`src/rtl/loas_pkg.sv`:
```
// loas_pkg: shared definitions for the LoAS tile fibre-A read path.
//   DEF_TIMESTEPS / DEF_ADDR_WIDTH : default spike word and fibre-A address widths
//   TAG_ID_W                       : id field width carried in read tags
//   tag_t                          : {valid, id} entry of the read tag pipeline
package loas_pkg;

    localparam int DEF_TIMESTEPS  = 4;
    localparam int DEF_ADDR_WIDTH = 8;

    // Tags carry a fixed-width id so the struct can live in the package;
    // it covers up to 256 requesters, far beyond any realistic TPPE count.
    localparam int TAG_ID_W = 8;

    typedef struct packed {
        logic                valid;
        logic [TAG_ID_W-1:0] id;
    } tag_t;

endpackage

```
`src/rtl/rr_arbiter.sv`:
```
// rr_arbiter: round-robin one-hot arbiter with a registered rotating pointer.
//   clk, rst  : clock, synchronous active-high reset
//   req       : per-requester request vector
//   en        : grant enable (downstream can accept this cycle)
//   gnt       : one-hot grant, combinational
//   gnt_id    : index of the granted requester (valid when gnt_any)
//   gnt_any   : a grant is being given this cycle
module rr_arbiter #(
    parameter int NUM_PE = 4,
    parameter int ID_W   = $clog2(NUM_PE)
) (
    input  logic              clk,
    input  logic              rst,
    input  logic [NUM_PE-1:0] req,
    input  logic              en,
    output logic [NUM_PE-1:0] gnt,
    output logic [ID_W-1:0]   gnt_id,
    output logic              gnt_any
);

    logic [ID_W-1:0] rr_ptr;
    logic [ID_W:0]   sum;
    logic [ID_W-1:0] idx;

    // Walk candidates starting at rr_ptr; the one-bit-wider sum lets the
    // wrap work for any NUM_PE, not only powers of two.
    always_comb begin
        gnt     = '0;
        gnt_id  = '0;
        gnt_any = 1'b0;
        sum     = '0;
        idx     = '0;
        for (int k = 0; k < NUM_PE; k++) begin
            sum = {1'b0, rr_ptr} + (ID_W+1)'(k);
            if (sum >= (ID_W+1)'(NUM_PE))
                sum = sum - (ID_W+1)'(NUM_PE);
            idx = sum[ID_W-1:0];
            if (en && !gnt_any && req[idx]) begin
                gnt[idx] = 1'b1;
                gnt_id   = idx;
                gnt_any  = 1'b1;
            end
        end
    end

    always_ff @(posedge clk) begin
        if (rst)
            rr_ptr <= '0;
        else if (gnt_any)
            rr_ptr <= (gnt_id == ID_W'(NUM_PE-1)) ? '0 : gnt_id + 1'b1;
    end

endmodule

```
`src/rtl/fibre_rd_arbiter.sv`:
```
// fibre_rd_arbiter: shares one fibre-A SRAM read port among NUM_PE TPPEs.
//   clk, rst        : clock, synchronous active-high reset
//   pe_req/pe_addr  : per-PE level request and flattened addresses
//   pe_gnt          : one-hot grant (combinational)
//   pe_rdata        : shared response data (registered)
//   pe_rvalid       : one-hot response pulse (registered)
//   mem_ready       : SRAM can take a read this cycle
//   mem_read_en/addr: registered SRAM read strobe and address
//   mem_rdata/rvalid: SRAM return data and qualifier
//   err_unexpected  : sticky, SRAM returned data with no read in flight
module fibre_rd_arbiter
    import loas_pkg::*;
#(
    parameter int NUM_PE      = 4,
    parameter int ADDR_WIDTH  = DEF_ADDR_WIDTH,
    parameter int TIMESTEPS   = DEF_TIMESTEPS,
    parameter int MEM_LATENCY = 2,
    parameter int ID_W        = $clog2(NUM_PE)
) (
    input  logic                         clk,
    input  logic                         rst,
    input  logic [NUM_PE-1:0]            pe_req,
    input  logic [NUM_PE*ADDR_WIDTH-1:0] pe_addr,
    output logic [NUM_PE-1:0]            pe_gnt,
    output logic [TIMESTEPS-1:0]         pe_rdata,
    output logic [NUM_PE-1:0]            pe_rvalid,
    input  logic                         mem_ready,
    output logic                         mem_read_en,
    output logic [ADDR_WIDTH-1:0]        mem_addr,
    input  logic [TIMESTEPS-1:0]         mem_rdata,
    input  logic                         mem_rvalid,
    output logic                         err_unexpected
);

    localparam int GUARD_W = $clog2(MEM_LATENCY + 2);

    logic [ID_W-1:0]    gnt_id;
    logic               gnt_any;
    tag_t               tag_pipe [0:MEM_LATENCY];
    tag_t               exit_tag;
    logic [NUM_PE-1:0]  exit_onehot;
    logic [GUARD_W-1:0] guard;

    rr_arbiter #(
        .NUM_PE (NUM_PE),
        .ID_W   (ID_W)
    ) u_arb (
        .clk     (clk),
        .rst     (rst),
        .req     (pe_req),
        .en      (mem_ready),
        .gnt     (pe_gnt),
        .gnt_id  (gnt_id),
        .gnt_any (gnt_any)
    );

    // Stage k holds the read issued k+1 cycles ago, so the last stage lines
    // up with the cycle the SRAM drives that read's data.
    assign exit_tag = tag_pipe[MEM_LATENCY];

    always_comb begin
        exit_onehot = '0;
        for (int i = 0; i < NUM_PE; i++)
            if (exit_tag.id == TAG_ID_W'(i))
                exit_onehot[i] = 1'b1;
    end

    always_ff @(posedge clk) begin
        if (rst) begin
            mem_read_en    <= 1'b0;
            mem_addr       <= '0;
            pe_rdata       <= '0;
            pe_rvalid      <= '0;
            err_unexpected <= 1'b0;
            // Reads accepted by the SRAM before reset still return; mask
            // the error check until they have drained.
            guard          <= GUARD_W'(MEM_LATENCY + 1);
            for (int k = 0; k <= MEM_LATENCY; k++)
                tag_pipe[k] <= '0;
        end else begin
            mem_read_en <= gnt_any;
            if (gnt_any)
                mem_addr <= pe_addr[int'(gnt_id)*ADDR_WIDTH +: ADDR_WIDTH];

            tag_pipe[0] <= '{valid: gnt_any, id: TAG_ID_W'(gnt_id)};
            for (int k = 1; k <= MEM_LATENCY; k++)
                tag_pipe[k] <= tag_pipe[k-1];

            // Data is taken on the tag alone; mem_rvalid only feeds the
            // error check.
            if (exit_tag.valid) begin
                pe_rdata  <= mem_rdata;
                pe_rvalid <= exit_onehot;
            end else begin
                pe_rvalid <= '0;
            end

            if (guard != '0)
                guard <= guard - 1'b1;
            else if (mem_rvalid && !exit_tag.valid)
                err_unexpected <= 1'b1;
        end
    end

endmodule
```
`config.mk`:
```
export PLATFORM = sky130hd
export DESIGN_NAME = fibre_rd_arbiter
export DESIGN_NICKNAME = d
export VERILOG_FILES = /design/src/rtl/loas_pkg.sv /design/src/rtl/rr_arbiter.sv /design/src/rtl/fibre_rd_arbiter.sv
export SDC_FILE = /design/constraint.sdc
export NUM_CORES = 1
export LEC_CHECK = 0
export ABC_AREA = 1
export CAP_MARGIN = 40
export CORE_ASPECT_RATIO = 0.7
export CORE_MARGIN = 5
export CORE_UTILIZATION = 48
export CTS_CLUSTER_DIAMETER = 80
export DETAILED_ROUTE_END_ITERATION = 12
export PLACE_DENSITY = 0.82
export SYNTH_ARGS = -nofsm -noshare
export SYNTH_HDL_FRONTEND = slang
export SYNTH_SLANG_ARGS = --single-unit
```
`constraint.sdc`:
```
create_clock -name clk -period 5.67 [get_ports clk]
set_input_delay 1.4175 -clock clk [delete_from_list [all_inputs] [get_ports clk]]
set_output_delay 1.4175 -clock clk [all_outputs]
set_load 0.01 [all_outputs]
```
==> results.cfg <==
[setup_path]
slack_of_the_worst_reg_to_reg_path_ps = 2790
critical_path.max_stage_delay_ps = 570
crit_path_start_kind = primary input
crit_path_cell_trace = clkdlybuf4s50_1, nand2_1, nand2_1, nand2_1, nand2_1, nand2_2, o22ai_1, a21oi_1, o21ai_0, clkdlybuf4s50_1
critical_path.most_common_cell = nand2_1
worst_ep_required_time_ps = 4250
path_max_fanout = 6
critical_path.reg2reg.endpoint = mem_addr[1]
type_of_the_worst_setup_path = in2out
standard_cell_with_the_maximum_stage_delay_on_the_critical_path = clkdlybuf4s50_1
critical_path.reg2reg.startpoint = u_arb.rr_ptr[1]
worst_path_arrival_ps = 3310
cp-startpoint = pe_req[3]
r2r.worst_path.cells = 13
worst_setup_path_end_kind = primary output

[route]
drt-pass1-iter-count = 5
drt_wl_total_um = 4640
ant_nets = 0
vias = 1955
routed_via_density = 4.83
wire_per_inst_um = 11.4
route.detailed.drc = 0
drt_first_iter_violations = 180

[synth]
synthesis.yosys.warnings = 0
yosys_register_bits = 30
synth_area_um2 = 1840
synth-seq-area-share_pct = 32.6
syn_nets = 338
mean_instance_size_in_the_synthesized_netlist_um2 = 6.38
post_synth_inst_count = 289
synth.lib_cells_used.distinct = 25

[power_and_ir_drop]
power_frac_seq_pct = 24.7
static-leakage-power_nw = 1.36
clkPwrFrac_pct = 22.3
total_power_w = 0.00120
comb_power_share_pct = 53.0
total_power_per_unit_cell_area_nw_per_um2 = 451
p_int_w = 0.000697
irDropWorstVdd_mv = 0.323
power.share.switching_pct = 41.7
power.switching_w = 0.000500

[worst_hold_path]
hold_path_depth = 2
min_from = tag_pipe[0][10]
hp-class = reg2reg
timing.hold.worst_endpoint = tag_pipe[0][19]

[clock_tree]
clock_path_buffers = 2
cts.sink_count = 30
clkLatencyLatePin_ps = 270
cts_resized = 0
cts_inserted_buffers = 5
cts_tree = built
cts.repair_timing.setup_buffer_count = 0
cts.hold.buffers_added = 0
cts_htree_levels = 2
clk_pin_slew_ps = 70
clock_tree_root_driver_cell = clkbuf_8

[floorplan]
io_pins = 66
initial_standard_cell_utilization_of_the_core_pct = 51.2
fp.dieArea_um2 = 5200
floorplan.die.height_um = 61.9
dieWidth_um = 84.1
placeableCoreArea_um2 = 3600
site_row_count = 18

[placement]
post-dp-hpwl_um = 3580
portBuffers = 65
gp_congestion = 0.895

[timing]
relSlewSlack_pct = 56.1
grt_setup_unrepaired = no
post-route-min-period_ps = 4730
transition_at_the_pin_with_the_smallest_max_transition_slack_ps = 656
finalMaxSlewViolations = 0
final.setup.tns_ps = 0
finalCritPeriodShare_pct = 83.4
achievable-frequency_mhz = 211
final_setup_fails = 0
worst_clock_skew_ps = 4.35
report.final.hold_viol_count = 0

[global_route]
antenna_found_initial = 0
gr-usage-all-layers_pct = 17.7
first_pass_grt_wire_length_um = 7400
grt_remaining_overflow = 0
vias_in_the_first_global_route = 1717
grt_max_degree = 20

[layout]
multi_input_area_um2 = 912
fillers = 294
seq_area_um2 = 601
final_core_area_utilization_pct = 73.6
antenna_cells = 0
layout-area-overhead-vs-synth_pct = 43.9
num-nets-final = 403
drive_gt1_share_pct = 7.32

[flow_run]
max-cap-violations = 0

[run_status]
outcome = complete, no violations
Yosys cell counts:
cell type,instances,area share (%)
a31oi_1,1,0.34
o21bai_4,1,1.0
buf_4,3,1.2
o21ai_0,18,4.9
nand3_1,52,14
nand2_2,6,2.0
nand4_1,2,0.68
nor2_1,19,3.9
dfxtp_1,30,33
o22ai_1,4,1.4
nand2_4,3,1.8
nor2_2,1,0.34
inv_2,4,0.81
buf_2,1,0.27
clkbuf_1,2,0.41
a21oi_1,7,1.9
inv_1,72,15
a211oi_2,1,0.68
o21ai_1,1,0.27
ha_1,5,3.4
buf_6,1,0.61
nand3_2,1,0.54
nor3_1,4,1.1
nand4_4,1,1.2
nand2_1,49,10
power by group through the flow:
| stage | clock network (W) | logic (W) | registers (W) |
|---|---|---|---|
| after floorplan | 0 | 0.000443 | 0.000303 |
| after global placement | 0 | 0.000613 | 0.000299 |
| after detailed placement | 0 | 0.000628 | 0.000299 |
| after CTS | 0.000267 | 0.000634 | 0.000296 |
| after global routing | 0.000280 | 0.000705 | 0.000303 |
| final | 0.000267 | 0.000634 | 0.000296 |
critical path, delay by kind of cell:
family                 cells  cell delay [ps]
buffers and inverters      2             1060
AOI/OAI and AO/OA          3              310
and+or+nand+nor            5              530
sequential cells by signal, indices dropped and copies added, names as in the netlist:
| signal | flops |
|---|---|
| err_unexpected | 1 |
| guard | 2 |
| mem_addr | 8 |
| pe_rdata | 4 |
| pe_rvalid | 4 |
| tag_pipe | 9 |
| u_arb.rr_ptr | 2 |
stage by stage:
stage	instance area, um2	std cells	hold WS (ps)	worst slack [ps]
floorplan	1840	289	388	1990
global placement	2510	397	390	988
detailed placement	2510	397	394	945
CTS	2650	405	409	934
global route	2650	405	420	798
finish	2650	405	402	942
final cells by class:
cell class,instances,area share (%)
clock buffers,6,3.11
repair buffers,65,24.5
flip-flops and latches,30,22.6
clock inverters,2,2.26
well taps,50,2.36
multi-input cells,176,34.4
inverters,76,10.7
layout by cell type (no fill, tap or decap), drive strengths merged:
master / instances
ha: 5
o22ai: 4
a21oi: 7
nor2: 20
bufinv: 2
inv: 76
o21ai: 19
nand3: 53
o21bai: 1
a31oi: 1
nand4: 3
nand2: 58
nor3: 4
clkbuf: 6
a211oi: 1
dfxtp: 30
clkdlybuf4s50: 65
cell families after synthesis:
logic type               count (synthesis)  share of synthesized area, %
AO/OA/AOI/OAI                           33                          10.4
buffers and inverters                   83                          18.0
adder cells (fa/ha/maj)                  5                          3.39
AND/OR/NAND/NOR                        138                          35.6
flip-flops                              30                          32.6
worst max-delay path by stage:
stage                 to  slack [ps]  depth (start not counted)
6_report       pe_gnt[3]         940                         10
5_1_grt        pe_gnt[0]         800                         10
4_1_cts        pe_gnt[3]         930                          8
3_5_place_dp   pe_gnt[2]         950                          8
3_3_place_gp   pe_gnt[3]         990                          8
2_1_floorplan  pe_gnt[0]        1990                          7
per-layer routing:
metal | up-vias | part of all wire, % | wire length (um) | GRT usage, %
li1 | 1019 | - | - | -
met1 | 840 | 44 | 2050 | 21.6
met2 | 90 | 44 | 2050 | 30.9
met3 | 6 | 11 | 508 | 6.72
met4 | 0 | 0.67 | 31 | 3.44
met5 | - | 0 | 0 | 0
Note: power is estimated with default switching activity, not from simulation.
